## src/rtl/draw_pkg.sv

```systemverilog
// Shared types for the Reuleaux draw-command path: the queued command word,
// the sequencer state encoding and the screen bounds.
package draw_pkg;

  typedef struct packed {
    logic [7:0] x;
    logic [6:0] y;
    logic [7:0] diam;
    logic [2:0] colour;
  } draw_cmd_t;

  typedef enum logic [1:0] {
    IDLE,
    LOAD,
    RUN,
    RELEASE
  } seq_state_t;

  localparam int SCREEN_W = 160;
  localparam int SCREEN_H = 120;

endpackage

```

## src/rtl/draw_cmd_fifo.sv

```systemverilog
// DEPTH-entry synchronous FIFO of draw commands. Full/empty derive from a
// registered occupancy count; flush clears everything and wins over push/pop.
module draw_cmd_fifo
  import draw_pkg::*;
#(
  parameter int DEPTH = 4
) (
  input  logic                     clk,
  input  logic                     rst_n,
  input  logic                     push,
  input  logic                     pop,
  input  logic                     flush,
  input  draw_cmd_t                wr_data,
  output draw_cmd_t                rd_data,
  output logic                     full,
  output logic                     empty,
  output logic [$clog2(DEPTH):0]   level
);

  localparam int AW = $clog2(DEPTH);

  draw_cmd_t       mem [DEPTH];
  logic [AW-1:0]   wr_ptr;
  logic [AW-1:0]   rd_ptr;
  logic            do_push;
  logic            do_pop;

  assign full    = (level == (AW+1)'(DEPTH));
  assign empty   = (level == '0);
  assign do_push = push && !full && !flush;
  assign do_pop  = pop && !empty && !flush;
  assign rd_data = mem[rd_ptr];

  // NOTE: state registers use <= so every flop samples pre-edge values.
  always_ff @(posedge clk or negedge rst_n) begin
    if (!rst_n) begin
      wr_ptr <= '0;
      rd_ptr <= '0;
      level  <= '0;
    end else if (flush) begin
      wr_ptr <= '0;
      rd_ptr <= '0;
      level  <= '0;
    end else begin
      if (do_push) wr_ptr <= wr_ptr + 1'b1;
      if (do_pop)  rd_ptr <= rd_ptr + 1'b1;
      level <= level + (AW+1)'(do_push) - (AW+1)'(do_pop);
    end
  end

  // NOTE: storage is not reset; an entry is only read after it has been written.
  always_ff @(posedge clk) begin
    if (do_push) mem[wr_ptr] <= wr_data;
  end

endmodule

```

## src/rtl/draw_cmd_sequencer.sv

```systemverilog
// Queues Reuleaux draw commands and feeds them one at a time to the drawing
// engine over its start/done handshake; counts completed shapes.
module draw_cmd_sequencer
  import draw_pkg::*;
#(
  parameter int DEPTH = 4,
  parameter int CNT_W = 16
) (
  input  logic                    clk,
  input  logic                    rst_n,
  input  logic                    cmd_valid,
  output logic                    cmd_ready,
  input  logic [7:0]              cmd_centre_x,
  input  logic [6:0]              cmd_centre_y,
  input  logic [7:0]              cmd_diameter,
  input  logic [2:0]              cmd_colour,
  input  logic                    flush,
  output logic                    eng_start,
  output logic [7:0]              eng_centre_x,
  output logic [6:0]              eng_centre_y,
  output logic [7:0]              eng_diameter,
  output logic [2:0]              eng_colour,
  input  logic                    eng_done,
  output logic                    busy,
  output logic [$clog2(DEPTH):0]  level,
  output logic [CNT_W-1:0]        drawn_count
);

  seq_state_t state;
  draw_cmd_t  in_cmd;
  draw_cmd_t  head;
  logic       full;
  logic       empty;
  logic       pop;

  assign in_cmd    = {cmd_centre_x, cmd_centre_y, cmd_diameter, cmd_colour};
  assign cmd_ready = !full;
  // A flushed queue has nothing valid to hand over, so no launch that cycle.
  assign pop       = (state == IDLE) && !empty && !flush;
  assign busy      = (state != IDLE) || !empty;

  draw_cmd_fifo #(.DEPTH(DEPTH)) u_fifo (
    .clk     (clk),
    .rst_n   (rst_n),
    .push    (cmd_valid),
    .pop     (pop),
    .flush   (flush),
    .wr_data (in_cmd),
    .rd_data (head),
    .full    (full),
    .empty   (empty),
    .level   (level)
  );

  always_ff @(posedge clk or negedge rst_n) begin
    if (!rst_n) begin
      state        <= IDLE;
      eng_start    <= 1'b0;
      eng_centre_x <= '0;
      eng_centre_y <= '0;
      eng_diameter <= '0;
      eng_colour   <= '0;
      drawn_count  <= '0;
    end else begin
      case (state)
        IDLE: begin
          if (pop) begin
            eng_centre_x <= head.x;
            eng_centre_y <= head.y;
            eng_diameter <= head.diam;
            eng_colour   <= head.colour;
            state        <= LOAD;
          end
        end
        LOAD: begin
          eng_start <= 1'b1;
          state     <= RUN;
        end
        RUN: begin
          if (eng_done) begin
            eng_start   <= 1'b0;
            drawn_count <= drawn_count + 1'b1;
            state       <= RELEASE;
          end
        end
        RELEASE: begin
          // Engine keeps done high until it sees start low; wait it out.
          if (!eng_done) state <= IDLE;
        end
        default: state <= IDLE;
      endcase
    end
  end

endmodule

```

## config.mk

```make
export PLATFORM = sky130hd
export DESIGN_NAME = draw_cmd_sequencer
export DESIGN_NICKNAME = d
export VERILOG_FILES = /design/src/rtl/draw_pkg.sv /design/src/rtl/draw_cmd_fifo.sv /design/src/rtl/draw_cmd_sequencer.sv
export SDC_FILE = /design/constraint.sdc
export NUM_CORES = 1
export LEC_CHECK = 0
export CAP_MARGIN = 15
export CORE_ASPECT_RATIO = 0.75
export CORE_MARGIN = 10
export CORE_UTILIZATION = 55
export DETAILED_ROUTE_END_ITERATION = 10
export GPL_TIMING_DRIVEN = 0
export PLACE_DENSITY = 0.79
export SLEW_MARGIN = 0
export SYNTH_ARGS = -nofsm -noshare
export SYNTH_HDL_FRONTEND = slang
export SYNTH_SLANG_ARGS = --single-unit
export TNS_END_PERCENT = 10
```

## constraint.sdc

```tcl
create_clock -name clk -period 2.8 [get_ports clk]
set_input_delay 0.7 -clock clk [delete_from_list [all_inputs] [get_ports clk]]
set_output_delay 0.7 -clock clk [all_outputs]
set_load 0.01 [all_outputs]
```

==> results of run 1 <==
[cell usage in the layout (no fill, tap or decap), drive strengths merged, types with 2 or more instances in the layout]
master         Yosys  layout
ha                12      12
nor3               3       3
edfxtp           104     104
clkinv             0       5
xor2               9       9
inv                9      10
and2               4       4
buf                8      15
nor2              13      13
and3               2       2
nand4              2       2
clkbuf             1      27
nand3              7       7
mux2i              2       2
clkdlybuf4s50      0      76
mux2              28      28
mux4              26      26
dfrtp             52      52
nand2             12      12
xnor2             11      11
nor4               2       2
[power by group through the flow]
stage | registers, W | logic [W] | clock network, W
after floorplan | 0.00317 | 0.00102 | 0
after global placement | 0.00309 | 0.00187 | 0
after detailed placement | 0.00310 | 0.00195 | 0
after CTS | 0.00307 | 0.00197 | 0.00234
after global routing | 0.00311 | 0.00207 | 0.00243
final | 0.00306 | 0.00192 | 0.00230
[logic make-up after synthesis]
| group | Yosys count | synth area share |
|---|---|---|
| AOI/OAI and AO/OA | 2 | 0.00182 |
| xor gates and xnor gates | 20 | 0.0283 |
| adders and majority gates | 13 | 0.0275 |
| buffers and inverters | 18 | 0.0196 |
| DFF | 156 | 0.716 |
| muxes | 56 | 0.165 |
| and+or+nand+nor | 49 | 0.0423 |
[worst paths after layout]
kind / endpoint / slack (ns) / depth (start not counted)
setup / recovery: cmd_ready / 0.20 / 2
hold / removal: eng_centre_y[2] / 0.27 / 1
setup reg to reg: u_fifo.level[2] / 0.22 / 13
hold reg to reg: drawn_count[15] / 0.47 / 1
max in group asynchronous: u_fifo.rd_ptr[0] / 1.95 / 2
min in group clk: drawn_count[15] / 0.47 / 1
[metrics by stage]
step           utilization  total power (W)
2_1_floorplan            -          0.00419
3_3_place_gp         0.651          0.00496
3_5_place_dp         0.663          0.00505
4_1_cts              0.720          0.00738
5_1_grt              0.720          0.00762
6_report             0.720          0.00729
[metal layers]
metal  vias to the layer above  routed length (um)  GRT usage
li1                       1414                   -          -
met5                         -                   0          0
met4                         0                 150     0.0592
met3                        18                 699     0.0488
met2                        82                5620      0.232
met1                      1526                4850      0.181
[final cells by class]
type                    count  area share
clock inverters             6     0.00524
clock buffers              26      0.0730
inverters                   9     0.00429
multi-input cells         140       0.208
well taps                 140      0.0222
repair buffers             83       0.115
plain buffers               9      0.0111
flip-flops and latches    156       0.561
[sequential cells by signal, indices dropped and copies added, names as in the netlist]
register	count
drawn_count	16
eng_centre_x	8
eng_centre_y	7
eng_colour	3
eng_diameter	8
eng_start	1
state	2
u_fifo.level	3
u_fifo.mem	104
u_fifo.rd_ptr	2
u_fifo.wr_ptr	2
[Yosys cell counts (4+ instances only)]
cell type | n | area, um^2
mux4_2 | 18 | 405
mux4_1 | 8 | 210
nand2_1 | 12 | 45.0
mux2_2 | 10 | 113
and2_1 | 4 | 25.0
ha_1 | 12 | 150
edfxtp_1 | 104 | 3120
nand3_1 | 7 | 35.0
xor2_1 | 9 | 78.8
nor2_1 | 12 | 45.0
xnor2_1 | 11 | 96.3
inv_1 | 9 | 33.8
mux2_4 | 18 | 270
dfrtp_1 | 52 | 1300
[worst reg2reg max path: cells and delay by family, from the launching register on]
family / cells / cell delay (ns)
xor gates and xnor gates: 2 / 0.31
adders and majority gates: 4 / 1.02
DFF: 1 / 0.40
buffers and inverters: 4 / 0.48
and+or+nand+nor: 3 / 0.24
[timing repair]
item	4_1_cts	5_1_grt
resized for setup	0	1
pin swaps	1	0
setup endpoints to repair	1	1
setup buffers	1	0
==> results.py, run 1 <==
metrics = {
    "outcome": {
        "run_status": "completed",
    },
    "run": {
        "max_cap_viol_count": 0,
    },
    "global_route": {
        "antenna_found_initial": 0,
        "globalRoute.totalOverflow": 0,
        "globalRouteTotalUtil": 0.146,
        "maximum_number_of_pins_on_one_net_before_global_route_repair": 32,
        "grt_pass1_wl_mm": 17.7,
        "first_global_vias": 3229,
    },
    "route": {
        "routed_wire_length_per_instance_um": 19.9,
        "vias_per_cell": 5.34,
        "number_of_nets_with_antenna_violations_after_routing": 0,
        "routed-via-count": 3040,
        "first_iter_violations": 169,
        "firstDrtPassIters": 4,
        "routed_wl_mm": 11.3,
        "drc": 0,
    },
    "placement": {
        "placedCellCount": 536,
        "io_buffers": 77,
        "place_area_um2": 7250,
        "place.gp.congestion": 0.748,
        "preCtsSetupSlack_ns": -0.227,
        "post-dp-hpwl_mm": 7.56,
    },
    "power": {
        "p_leak_nw": 2.96,
        "switching_power_w": 0.00185,
        "p_per_area_nw_per_um2": 925,
        "pwr-share-clk": 0.316,
        "cell_internal_pwr_w": 0.00543,
        "combinationalPowerShare": 0.264,
        "vdd_drop_max_mv": 0.460,
        "seq_power_share": 0.420,
        "power.switching_fraction": 0.254,
    },
    "hold_path": {
        "holdCritPathClass": "in2async",
    },
    "sta": {
        "fin_setup_tns_ns": 0,
        "finalHoldViolations": 0,
        "max_freq_mhz": 385,
        "min_period_ns": 2.60,
        "slew_headroom": 0.460,
        "final_hold_slack_ns": 0.274,
        "report.final.setup_viol": 0,
        "rsz_0062_raised_after_global_routing": "no",
        "clock-skew-final_ns": 0.00962,
        "worst_slack_ns": 0.201,
        "worst_margin_slew_ns": 0.810,
        "report.final.slew_viol_count": 0,
        "fin_crit_sh": 0.928,
    },
    "cells_and_area": {
        "final_cell_count_no_fill": 569,
        "layout.area.seq_um2": 4420,
        "drive_gt1_frac": 0.221,
        "num-fill-cells": 656,
        "layout.nets": 460,
        "antenna_cells_inserted": 0,
        "areaGrowthSynthToFinish_pct": 27.5,
        "area_used_by_multi_input_combinational_logic_um2": 1640,
        "design_area_um2": 7880,
    },
    "floorplanning": {
        "rows": 33,
        "die_outline_area_um2": 15900,
        "fp.dieW_um": 142,
        "initial_core_util": 0.565,
        "die_ht_um": 112,
        "count_of_pins_on_the_block_boundary": 79,
        "core_area_um2": 10900,
    },
    "synth": {
        "synth_nets": 358,
        "synthesis.instances": 314,
        "synth_seq_area_share": 0.716,
        "avgSynthCellArea_um2": 19.7,
        "synth-edff-count": 104,
        "synth.distinct_cells": 35,
        "ys.warnings.count": 0,
        "syn_area_um2": 6180,
        "synthFlopType": "edfxtp_1",
        "yosys_register_bits": 156,
        "async_reset_ff_frac": 0.333,
    },
    "critical_path": {
        "timing.critical_path.from": "u_fifo.level[1]",
        "worstSetupPathType": "reg2out",
        "max_stage_delay_ns": 0.53,
        "endpoint_kind": "primary output",
        "critical_path.n_buffers_inverters": 1,
        "crit_path_top_delay_cell": "or3b_2",
        "worst_ep_arrival_time_ns": 1.90,
        "critical-path-top-delay-family": "simple AND/OR/NAND/NOR gates",
        "worstPathRequired_ns": 2.10,
        "regToRegStartpoint": "state[0]",
        "timing.critical_path.cells": "or3b_2, clkdlybuf4s50_1",
        "worstPathMaxFanout": 5,
        "crit_path_start_kind": "flop",
    },
    "clocking": {
        "cts.sinks": 156,
        "inserted_clock_buffers": 17,
        "cts_tree": "built",
        "cts_buffer_depth": 2,
        "cts_root_buf": "clkbuf_16",
        "clock_latency_ns": 0.42,
        "postCtsHoldBufs": 0,
        "clkSlewWorstSetupHoldPaths_ns": 0.06,
        "cts-htree-levels": 4,
    },
}
(Power assumes the default switching activity.)
==> run 2, diff against run 1 <==
Settings changed: CTS_CLUSTER_SIZE from default to 20.
==> results of run 2 <==
The final DEF is identical to that of run 1; final timing and power are the same.
